### src/rtl/alu_runner_pkg.sv
// -----------------------------------------------------------------------------
// alu_runner_pkg
// Shared types for the ALU vector runner.
//   vec_t   : one operand vector {x, y, op} as written by the host
//   res_t   : one captured result {z, flags}
//   state_t : run sequencer states
//   OVF/EQ/ZERO : bit positions inside the 3-bit ALU flag word
// -----------------------------------------------------------------------------
package alu_runner_pkg;

  localparam int OVF  = 2;
  localparam int EQ   = 1;
  localparam int ZERO = 0;

  typedef struct packed {
    logic [31:0] x;
    logic [31:0] y;
    logic [2:0]  op;
  } vec_t;

  typedef struct packed {
    logic [31:0] z;
    logic [2:0]  flags;
  } res_t;

  typedef enum logic [1:0] {
    IDLE,
    APPLY,
    WAIT,
    CAPTURE
  } state_t;

endpackage

### src/rtl/alu_runner_regfile.sv
// -----------------------------------------------------------------------------
// alu_runner_regfile
// DEPTH x WIDTH storage with one synchronous write port and one registered
// read port. The array itself is never reset; only the read register is.
// Ports:
//   clk       : clock
//   rst_n     : synchronous active-low reset of the read register
//   i_we      : write enable
//   i_waddr   : write address
//   i_wdata   : write data
//   i_raddr   : read address, sampled on the rising edge
//   i_rd_zero : force the read register to zero instead of loading memory
//   o_rdata   : registered read data (one cycle latency)
// -----------------------------------------------------------------------------
module alu_runner_regfile #(
  parameter int DEPTH = 16,
  parameter int WIDTH = 32
) (
  input  logic                     clk,
  input  logic                     rst_n,
  input  logic                     i_we,
  input  logic [$clog2(DEPTH)-1:0] i_waddr,
  input  logic [WIDTH-1:0]         i_wdata,
  input  logic [$clog2(DEPTH)-1:0] i_raddr,
  input  logic                     i_rd_zero,
  output logic [WIDTH-1:0]         o_rdata
);

  logic [WIDTH-1:0] r_mem [DEPTH];
  logic [WIDTH-1:0] r_rdata;

  always_ff @(posedge clk) begin
    if (i_we) begin
      r_mem[i_waddr] <= i_wdata;
    end
  end

  // Write-first on an address collision: a vector written in the same cycle
  // a run starts must be seen by the first APPLY.
  always_ff @(posedge clk) begin
    if (!rst_n) begin
      r_rdata <= '0;
    end else if (i_rd_zero) begin
      r_rdata <= '0;
    end else if (i_we && (i_waddr == i_raddr)) begin
      r_rdata <= i_wdata;
    end else begin
      r_rdata <= r_mem[i_raddr];
    end
  end

  assign o_rdata = r_rdata;

endmodule

### src/rtl/alu_vector_runner.sv
// -----------------------------------------------------------------------------
// alu_vector_runner
// Buffers up to DEPTH operand vectors from the host, plays them one by one
// onto a combinational ALU when started, holds each for SETTLE cycles, and
// stores {z, flags} per vector into a result buffer readable by index.
// Ports:
//   okClk, rst_n          : clock, synchronous active-low reset
//   clear                 : empty both buffers, abort any run (highest priority)
//   load_valid/x/y/op     : append a vector at entry 'count'
//   load_ready            : idle and not full (combinational)
//   start                 : begin a run over entries 0..count-1
//   busy, done, count     : run status, sticky completion, vectors held
//   alu_x/alu_y/alu_op    : registered operands driving the ALU
//   alu_z, alu_flags      : ALU result {overflow, equal, zero}
//   rd_idx, rd_z, rd_flags: registered result readback (0 beyond count)
// -----------------------------------------------------------------------------
module alu_vector_runner
  import alu_runner_pkg::*;
#(
  parameter int DEPTH  = 16,
  parameter int SETTLE = 2
) (
  input  logic                       okClk,
  input  logic                       rst_n,
  input  logic                       clear,
  input  logic                       load_valid,
  input  logic [31:0]                load_x,
  input  logic [31:0]                load_y,
  input  logic [2:0]                 load_op,
  output logic                       load_ready,
  input  logic                       start,
  output logic                       busy,
  output logic                       done,
  output logic [$clog2(DEPTH+1)-1:0] count,
  output logic [31:0]                alu_x,
  output logic [31:0]                alu_y,
  output logic [2:0]                 alu_op,
  input  logic [31:0]                alu_z,
  input  logic [2:0]                 alu_flags,
  input  logic [$clog2(DEPTH)-1:0]   rd_idx,
  output logic [31:0]                rd_z,
  output logic [2:0]                 rd_flags
);

  localparam int IW = $clog2(DEPTH);
  localparam int CW = $clog2(DEPTH+1);
  localparam int SW = $clog2(SETTLE+1);
  localparam logic [CW-1:0] DEPTH_C = CW'(DEPTH);

  state_t        r_state, w_state_next;
  logic [IW-1:0] r_idx, w_idx_next;
  logic [CW-1:0] r_count, w_count_next;
  logic [SW-1:0] r_settle, w_settle_next;
  logic          r_done, w_done_next;
  vec_t          r_alu, w_alu_next;

  logic          w_load_accept;
  logic          w_res_we;
  logic          w_last;
  logic          w_rd_out_of_range;
  vec_t          w_load_vec;
  vec_t          w_vec_rd;
  res_t          w_res_wr;
  res_t          w_res_rd;

  assign load_ready    = (r_state == IDLE) && (r_count < DEPTH_C);
  assign w_load_accept = load_valid && load_ready && !clear;
  assign w_last        = ((CW'(r_idx) + CW'(1)) == r_count);
  assign w_load_vec    = {load_x, load_y, load_op};
  assign w_res_wr      = {alu_z, alu_flags[OVF], alu_flags[EQ], alu_flags[ZERO]};
  assign w_rd_out_of_range = !(CW'(rd_idx) < r_count);

  // Vector buffer is read at the *next* run index so that the entry for
  // r_idx is already sitting in the read register during APPLY.
  alu_runner_regfile #(
    .DEPTH (DEPTH),
    .WIDTH ($bits(vec_t))
  ) u_vec_buf (
    .clk       (okClk),
    .rst_n     (rst_n),
    .i_we      (w_load_accept),
    .i_waddr   (r_count[IW-1:0]),
    .i_wdata   (w_load_vec),
    .i_raddr   (w_idx_next),
    .i_rd_zero (1'b0),
    .o_rdata   (w_vec_rd)
  );

  alu_runner_regfile #(
    .DEPTH (DEPTH),
    .WIDTH ($bits(res_t))
  ) u_res_buf (
    .clk       (okClk),
    .rst_n     (rst_n),
    .i_we      (w_res_we),
    .i_waddr   (r_idx),
    .i_wdata   (w_res_wr),
    .i_raddr   (rd_idx),
    .i_rd_zero (w_rd_out_of_range),
    .o_rdata   (w_res_rd)
  );

  always_ff @(posedge okClk) begin
    if (!rst_n) begin
      r_state  <= IDLE;
      r_idx    <= '0;
      r_count  <= '0;
      r_settle <= '0;
      r_done   <= 1'b0;
      r_alu    <= '0;
    end else begin
      r_state  <= w_state_next;
      r_idx    <= w_idx_next;
      r_count  <= w_count_next;
      r_settle <= w_settle_next;
      r_done   <= w_done_next;
      r_alu    <= w_alu_next;
    end
  end

  always_comb begin
    w_state_next  = r_state;
    w_idx_next    = r_idx;
    w_count_next  = r_count;
    w_settle_next = r_settle;
    w_done_next   = r_done;
    w_alu_next    = r_alu;
    w_res_we      = 1'b0;

    if (clear) begin
      // ALU operands intentionally keep their last values.
      w_state_next = IDLE;
      w_idx_next   = '0;
      w_count_next = '0;
      w_done_next  = 1'b0;
    end else begin
      case (r_state)
        IDLE: begin
          if (w_load_accept) begin
            w_count_next = r_count + CW'(1);
          end
          // A load in the same cycle as start joins the run.
          if (start) begin
            if (w_count_next != '0) begin
              w_done_next  = 1'b0;
              w_idx_next   = '0;
              w_state_next = APPLY;
            end else begin
              w_done_next  = 1'b1;
            end
          end
        end
        APPLY: begin
          w_alu_next    = w_vec_rd;
          w_settle_next = SW'(SETTLE);
          w_state_next  = WAIT;
        end
        WAIT: begin
          w_settle_next = r_settle - SW'(1);
          if (r_settle == SW'(1)) begin
            w_state_next = CAPTURE;
          end
        end
        CAPTURE: begin
          w_res_we = 1'b1;
          if (w_last) begin
            w_state_next = IDLE;
            w_done_next  = 1'b1;
          end else begin
            w_idx_next   = r_idx + IW'(1);
            w_state_next = APPLY;
          end
        end
        default: begin
          w_state_next = IDLE;
        end
      endcase
    end
  end

  assign busy     = (r_state != IDLE);
  assign done     = r_done;
  assign count    = r_count;
  assign alu_x    = r_alu.x;
  assign alu_y    = r_alu.y;
  assign alu_op   = r_alu.op;
  assign rd_z     = w_res_rd.z;
  assign rd_flags = w_res_rd.flags;

endmodule
### config.mk
export PLATFORM = sky130hd
export DESIGN_NAME = alu_vector_runner
export DESIGN_NICKNAME = d
export VERILOG_FILES = /design/src/rtl/alu_runner_pkg.sv /design/src/rtl/alu_runner_regfile.sv /design/src/rtl/alu_vector_runner.sv
export SDC_FILE = /design/constraint.sdc
export NUM_CORES = 2
export LEC_CHECK = 0
export CORE_UTILIZATION = 55
export CTS_CLUSTER_SIZE = 24
export DETAILED_ROUTE_END_ITERATION = 8
export PLACE_DENSITY = 0.71
export SETUP_SLACK_MARGIN = 0.5
export SYNTH_ARGS = -nofsm -noshare
export SYNTH_HDL_FRONTEND = slang
export SYNTH_HIERARCHICAL = 1
export SYNTH_SLANG_ARGS = --single-unit
### constraint.sdc
create_clock -name okClk -period 10.5 [get_ports okClk]
set_input_delay 2.1 -clock okClk [delete_from_list [all_inputs] [get_ports okClk]]
set_output_delay 2.1 -clock okClk [all_outputs]
set_load 0.05 [all_outputs]
; ---- Word level (Yosys, flattened, before mapping)
; Memories as Yosys holds them, arrays and structs flattened. A register that Yosys moved wholly into a read port is not among the register bits.
; Index checks and enable logic that the tools add are counted.
[totals]
regBits = 81
ram_bits = 1632
in_bits = 111
output_inout_bits = 110
elab_cells = 68
mem_count = 2
[op_classes]
add_sub_neg = 4
magnitude_cmp = 2
eq_ne = 9
muxes = 24
bitwise = 2
n_reduce_logical = 17
[mem_list]
columns = memory, words, width, rd, rd_ports_with_merged_regs, wr, line
row1 = u_vec_buf.r_mem, 16, 67, 1, 1, 1, alu_runner_regfile.sv:29  ; logic [WIDTH-1:0] r_mem [DEPTH];
row2 = u_res_buf.r_mem, 16, 35, 1, 1, 1, alu_runner_regfile.sv:29
[op_table]
columns = operator, count
row1 = two-way mux 4 bit, 4
row2 = two-way mux 5 bit, 3
row3 = two-way mux 1 bit, 10
row4 = one-hot mux 2 bit (4 select lines), 1
row5 = one-hot mux 4 bit (2 select lines), 1
row6 = two-way mux 2 bit, 3
row7 = "inequality test 2 bit, second input constant", 3
row8 = AND reduction 2 bit, 3
row9 = AND reduction 3 bit, 2
row10 = nonzero test 2 bit, 3
row11 = "adder 4 x 1 -> 5 bit, second input constant", 1
row12 = "adder 5 x 1 -> 5 bit, second input constant", 1
row13 = == test 5 bit, 1
row14 = less-than comparator 4 x 5 -> 1 bit, 1
row15 = "less-than comparator 5 bit, second input constant", 1
row16 = nonzero test 5 bit, 1
row17 = "adder 4 x 1 -> 4 bit, second input constant", 1
row18 = "== test 2 x 1 -> 1 bit, second input constant", 2
row19 = "== test 2 bit, second input constant", 2
row20 = one-hot mux 2 bit (2 select lines), 1
row21 = logical AND 1 bit, 3
row22 = zero test 1 bit, 3
row23 = zero test 2 bit, 1
row24 = "inequality test 2 x 1 -> 1 bit, second input constant", 1
row25 = other kinds (4), 5

; ---- Depth between registers and ports, before layout
[logic_depth]
ltp_word = 12
ltp_mapped = 16

; ---- Modules after synthesis
; Netlist, hierarchy kept.
[by_module_without_submodules]
columns = mod, n_inst, cells_each, area_each_um2, seq_area_each_um2
row1 = alu_runner_regfile at u_vec_buf, 1, 1816, 42142.9, 33532.2
row2 = alu_runner_regfile at u_res_buf, 1, 966, 22141.2, 17516.8
row3 = alu_vector_runner, 1, 426, 3553.4, 1621.6

; ---- Least setup slack after synthesis
; OpenSTA, ideal clock, no wires.
[synth_path]
path_kind = in2reg
start = input clear
end = memory u_vec_buf/r_mem[0][0] (netlist name) (enable)
setup_time_ns = 0.575
arrival_time_ns = 7.467
required_ns = 9.925
setup_slack_ns = 2.459
stages = 4
path_buffers = 1
path_cell_list = and4bb_1 > buf_6 > or3b_1 > nor3_1
[synth_between]
elab_chain_len = 4
[synth_rtl]
columns = item, line
row1 = from (decl), alu_vector_runner.sv:25  ; input logic clear,
row2 = zero test 1 bit, alu_vector_runner.sv:67  ; assign w_load_accept = load_valid && load_ready && !clear;
row3 = logical AND 1 bit, alu_vector_runner.sv:67
row4 = named net w_load_accept, alu_vector_runner.sv:57  ; logic w_load_accept;
row5 = two-way mux 1 bit, alu_runner_regfile.sv:33  ; if (i_we) begin
row6 = two-way mux 1 bit (not written as such), alu_runner_regfile.sv:34  ; r_mem[i_waddr] <= i_wdata;
row7 = to (decl), alu_runner_regfile.sv:29
; The timed path passes the listed nets, and every way through them passes these cells.

; ---- Final worst setup path
[layout_path]
start = input clear
end = register u_vec_buf.r_rdata[22] (netlist: u_vec_buf/o_rdata[22]), read port of u_vec_buf.r_mem
[layout_between]
elab_chain_len = 10
[layout_rtl]
columns = item, line
row1 = zero test 1 bit, alu_vector_runner.sv:67
row2 = logical AND 1 bit, alu_vector_runner.sv:67
row3 = two-way mux 5 bit, alu_vector_runner.sv:139  ; if (w_load_accept) begin
row4 = two-way mux 5 bit, alu_vector_runner.sv:137  ; case (r_state)
row5 = two-way mux 5 bit, alu_vector_runner.sv:130  ; if (clear) begin
row6 = nonzero test 5 bit, alu_vector_runner.sv:144  ; if (w_count_next != '0) begin
row7 = two-way mux 4 bit, alu_vector_runner.sv:144
row8 = two-way mux 4 bit, alu_vector_runner.sv:143  ; if (start) begin
row9 = one-hot mux 4 bit (2 select lines), alu_vector_runner.sv:137
row10 = two-way mux 4 bit (*), alu_vector_runner.sv:130
row11 = named net w_idx_next[3], alu_vector_runner.sv:51  ; logic [IW-1:0] r_idx, w_idx_next;
row12 = to (decl), alu_runner_regfile.sv:30  ; logic [WIDTH-1:0] r_rdata;
; Mark *: on every way through the listed nets, which the timed path passes. The rest lies on a longest branch. The select of a mux whose other input is x is not followed.
; A chain may end at the register's enable or synchronous reset.

==> flow_metrics.env <==
export IMPL_outcome="complete, no violations"
export IMPL_cts_htree_levels=4
export IMPL_endpoint_kind="flop"
export IMPL_design_core_area_um2=122000
export IMPL_postLayoutCellArea_um2=77500
export IMPL_cts_sinks=1815
export IMPL_worst_path_max_fanout=59
export IMPL_placed_area_um2=72100
export IMPL_cts_root_buf="clkbuf_16"
export IMPL_firstDrtPassIters=5
export IMPL_clk_path_buf_depth=3
export IMPL_hold_path_class="flop to flop"
export IMPL_async_flop_share=0
export IMPL_drive_gt1_frac=0.216
export IMPL_wl_met1_mm=62.1
export IMPL_drt_iter0_drc=4031
export IMPL_postRouteWirelength_mm=160
export IMPL_seq_area_frac_synth=0.776
export IMPL_slowest_delay_ns=0.99
export IMPL_postCtsHoldBufs=0
export IMPL_yosysUniqueCellTypes=51
export IMPL_fp_row_count=128
export IMPL_wl_met3_mm=15.1
export IMPL_vias=33800
export IMPL_synth_seq_cells=1815
export IMPL_max_vdd_ir_drop_v=0.000180
export IMPL_start_util=0.556
export IMPL_synthesis_nets=3330
export IMPL_hold_viol_final=0
export IMPL_crit_chain="clkdlybuf4s50_1, and4bb_1, and2_1, a31oi_1, o221a_2, o32ai_4, buf_4, xor2_1, nor3_1, and4b_4, buf_4, a22o_1"
export IMPL_worst_slew_pin_slew_ns=1.13
export IMPL_clkPwrFrac=0.417
export IMPL_io_pins=221
export IMPL_wl_per_cell_um=30.4
export IMPL_top_layer="met5"
export IMPL_areaGrowthSynthToFinish_pct=14.3
export IMPL_yosysWarnings=6
export IMPL_syn_area_um2=67800
export IMPL_finalMaxSlewViolations=0
export IMPL_place_ws_ns=2.63
export IMPL_timing_fmax_mhz=139
export IMPL_cts_tree="done"
export IMPL_internal_power_w=0.0114
export IMPL_grt_max_degree=161
export IMPL_maxCapViolCount=0
export IMPL_gp_congestion=0.759
export IMPL_final_common_cell="edfxtp_1"
export IMPL_grtUsageTotal=0.259
export IMPL_ant_nets=0
export IMPL_grt_pass1_vias=35100
export IMPL_drc_errors=0
export IMPL_synthCells=3208
export IMPL_switchingPower_w=0.00289
export IMPL_rrSetupSlack_ns=4.67
export IMPL_finClkSkew_ns=0.0376
export IMPL_p_sw_frac=0.203
export IMPL_viasPerCell=6.41
export IMPL_worstPathArrival_ns=7.95
export IMPL_comb_power_share=0.029
export IMPL_setup_viol=0
export IMPL_grt_pass1_wl_mm=234
export IMPL_fillers=8098
export IMPL_io_buffers=220
export IMPL_post_cts_buffers=0
export IMPL_grt_antenna_before_repair=17
export IMPL_path_clk_slew_ns=0.06
export IMPL_required_ns=11.23
export IMPL_rsz0062_at_grt="no"
export IMPL_cpMaxStageDelayCell="and4b_4"
export IMPL_avgSynthCellArea_um2=21.1
export IMPL_layout_common_cells="1632 x edfxtp_1, 408 x mux4_2, 245 x nand2_1"
export IMPL_synth_edf_count=1632
export IMPL_clk_latency_ns=0.80
export IMPL_setup_tns_ns=0
export IMPL_dieArea_um2=125000
export IMPL_critPathMostFrequentCell="buf_4"
export IMPL_dieHeight_um=353
export IMPL_grt_ovfl_total=0
export IMPL_p_seq_frac=0.554
export IMPL_p_leak_nw=24.1
export IMPL_synth_flop_cell="edfxtp_1"
export IMPL_fin_crit_sh=0.688
export IMPL_setup_ws_ns=3.28
export IMPL_die_x_um=353
export IMPL_final_nets=3616
export IMPL_worstSetupPathType="primary input to flop"
export IMPL_cts_resized=0
export IMPL_hpwlAfterDp_mm=80.8
export IMPL_power_w=0.0143
export IMPL_start_kind="primary input"
export IMPL_timing_hold_ws_ns=0.450
export IMPL_wl_met2_mm=80.0
export IMPL_slew_headroom=0.244
export IMPL_power_density_nw_per_um2=184
export IMPL_fin_crit_ns=7.22
export IMPL_numCtsBuffers=175
power groups by stage:
stage	Combinational [W]	Clock, W	Sequential, W
CTS	0.000413	0.00605	0.00792
global route	0.000441	0.00631	0.00792
global placement	0.000394	0	0.00807
floorplan	0.000185	0	0.00809
detailed placement	0.000411	0	0.00807
finish	0.000412	0.00596	0.00792
cell families after synthesis:
kind of cell | count (synthesis) | synth area share
buffers and inverters | 201 | 0.0148
XOR/XNOR | 18 | 0.00232
other | 1 | 0.0000553
multiplexers | 409 | 0.136
adder cells (fa/ha/maj) | 11 | 0.00203
flip-flops | 1815 | 0.776
AO/OA/AOI/OAI | 410 | 0.0473
AND/OR/NAND/NOR | 343 | 0.0215
final cells by class:
type                            count  area (um^2)  share of cell area
Sequential cell                  1815        52700               0.679
Multi-Input combinational cell   1192        14500               0.187
Clock buffer                      244         4850              0.0626
Timing Repair Buffer              298         2820              0.0364
Tap cell                         1625         2030              0.0262
Clock inverter                     84          611             0.00787
Inverter                           12         45.0            0.000581
Antenna cell                        2         5.00           0.0000645
Yosys cell counts, drive strengths merged, types with 4 or more instances:
library cell	instances	area share
edfxtp	1632	0.72
mux4	408	0.14
nand2	245	0.014
a22oi	204	0.023
dfxtp	183	0.054
a22o	102	0.013
buf	98	0.0091
clkbuf	91	0.0050
a21boi	68	0.0075
nor2	37	0.0020
nor3	13	0.00096
inv	12	0.00066
nand2b	12	0.0011
ha	11	0.0020
nor2b	10	0.00092
xnor2	10	0.0013
xor2	8	0.0010
a21oi	7	0.00057
nand3	6	0.00044
nand3b	5	0.00055
and2	4	0.00037
o211ai	4	0.00044
o32ai	4	0.00052
per-stage QoR:
| stage | util | std cells |
|---|---|---|
| CTS | 0.635 | 5270 |
| finish | 0.635 | 5272 |
| global route | 0.635 | 5271 |
| global placement | 0.591 | 4942 |
| floorplan | - | 3208 |
| detailed placement | 0.591 | 4942 |
registers in the layout (all words and copies together) (netlist names), 4 cells and up:
| signal | count |
|---|---|
| alu_y | 32 |
| count | 5 |
| u_res_buf/o_rdata | 35 |
| r_idx | 4 |
| u_vec_buf/r_mem | 1072 |
| alu_x | 32 |
| u_res_buf/r_mem | 560 |
| u_vec_buf/o_rdata | 67 |
routing by layer:
metal | vias to the layer above | track usage
li1 | 13900 | -
met1 | 17900 | 0.354
met2 | 1679 | 0.424
met3 | 259 | 0.0603
met4 | 24 | 0.0648
met5 | - | 0
worst max-delay path, delay by kind of cell:
family,cells,cell delay [ns]
XOR/XNOR,1,0.16
AO/OA/AOI/OAI,4,1.03
buffers and inverters,3,2.05
AND/OR/NAND/NOR,4,2.53
path summary, 6_finish.rpt:
path,from,endpoint,depth (start not counted)
worst min-delay path,u_vec_buf/o_rdata[33],alu_y[30],2
worst max register to register,r_state[0],u_vec_buf/o_rdata[22],13
worst max-delay path,clear,u_vec_buf/o_rdata[22],12
worst min register to register,u_vec_buf/o_rdata[33],alu_y[30],2
(Power assumes the default switching activity.)
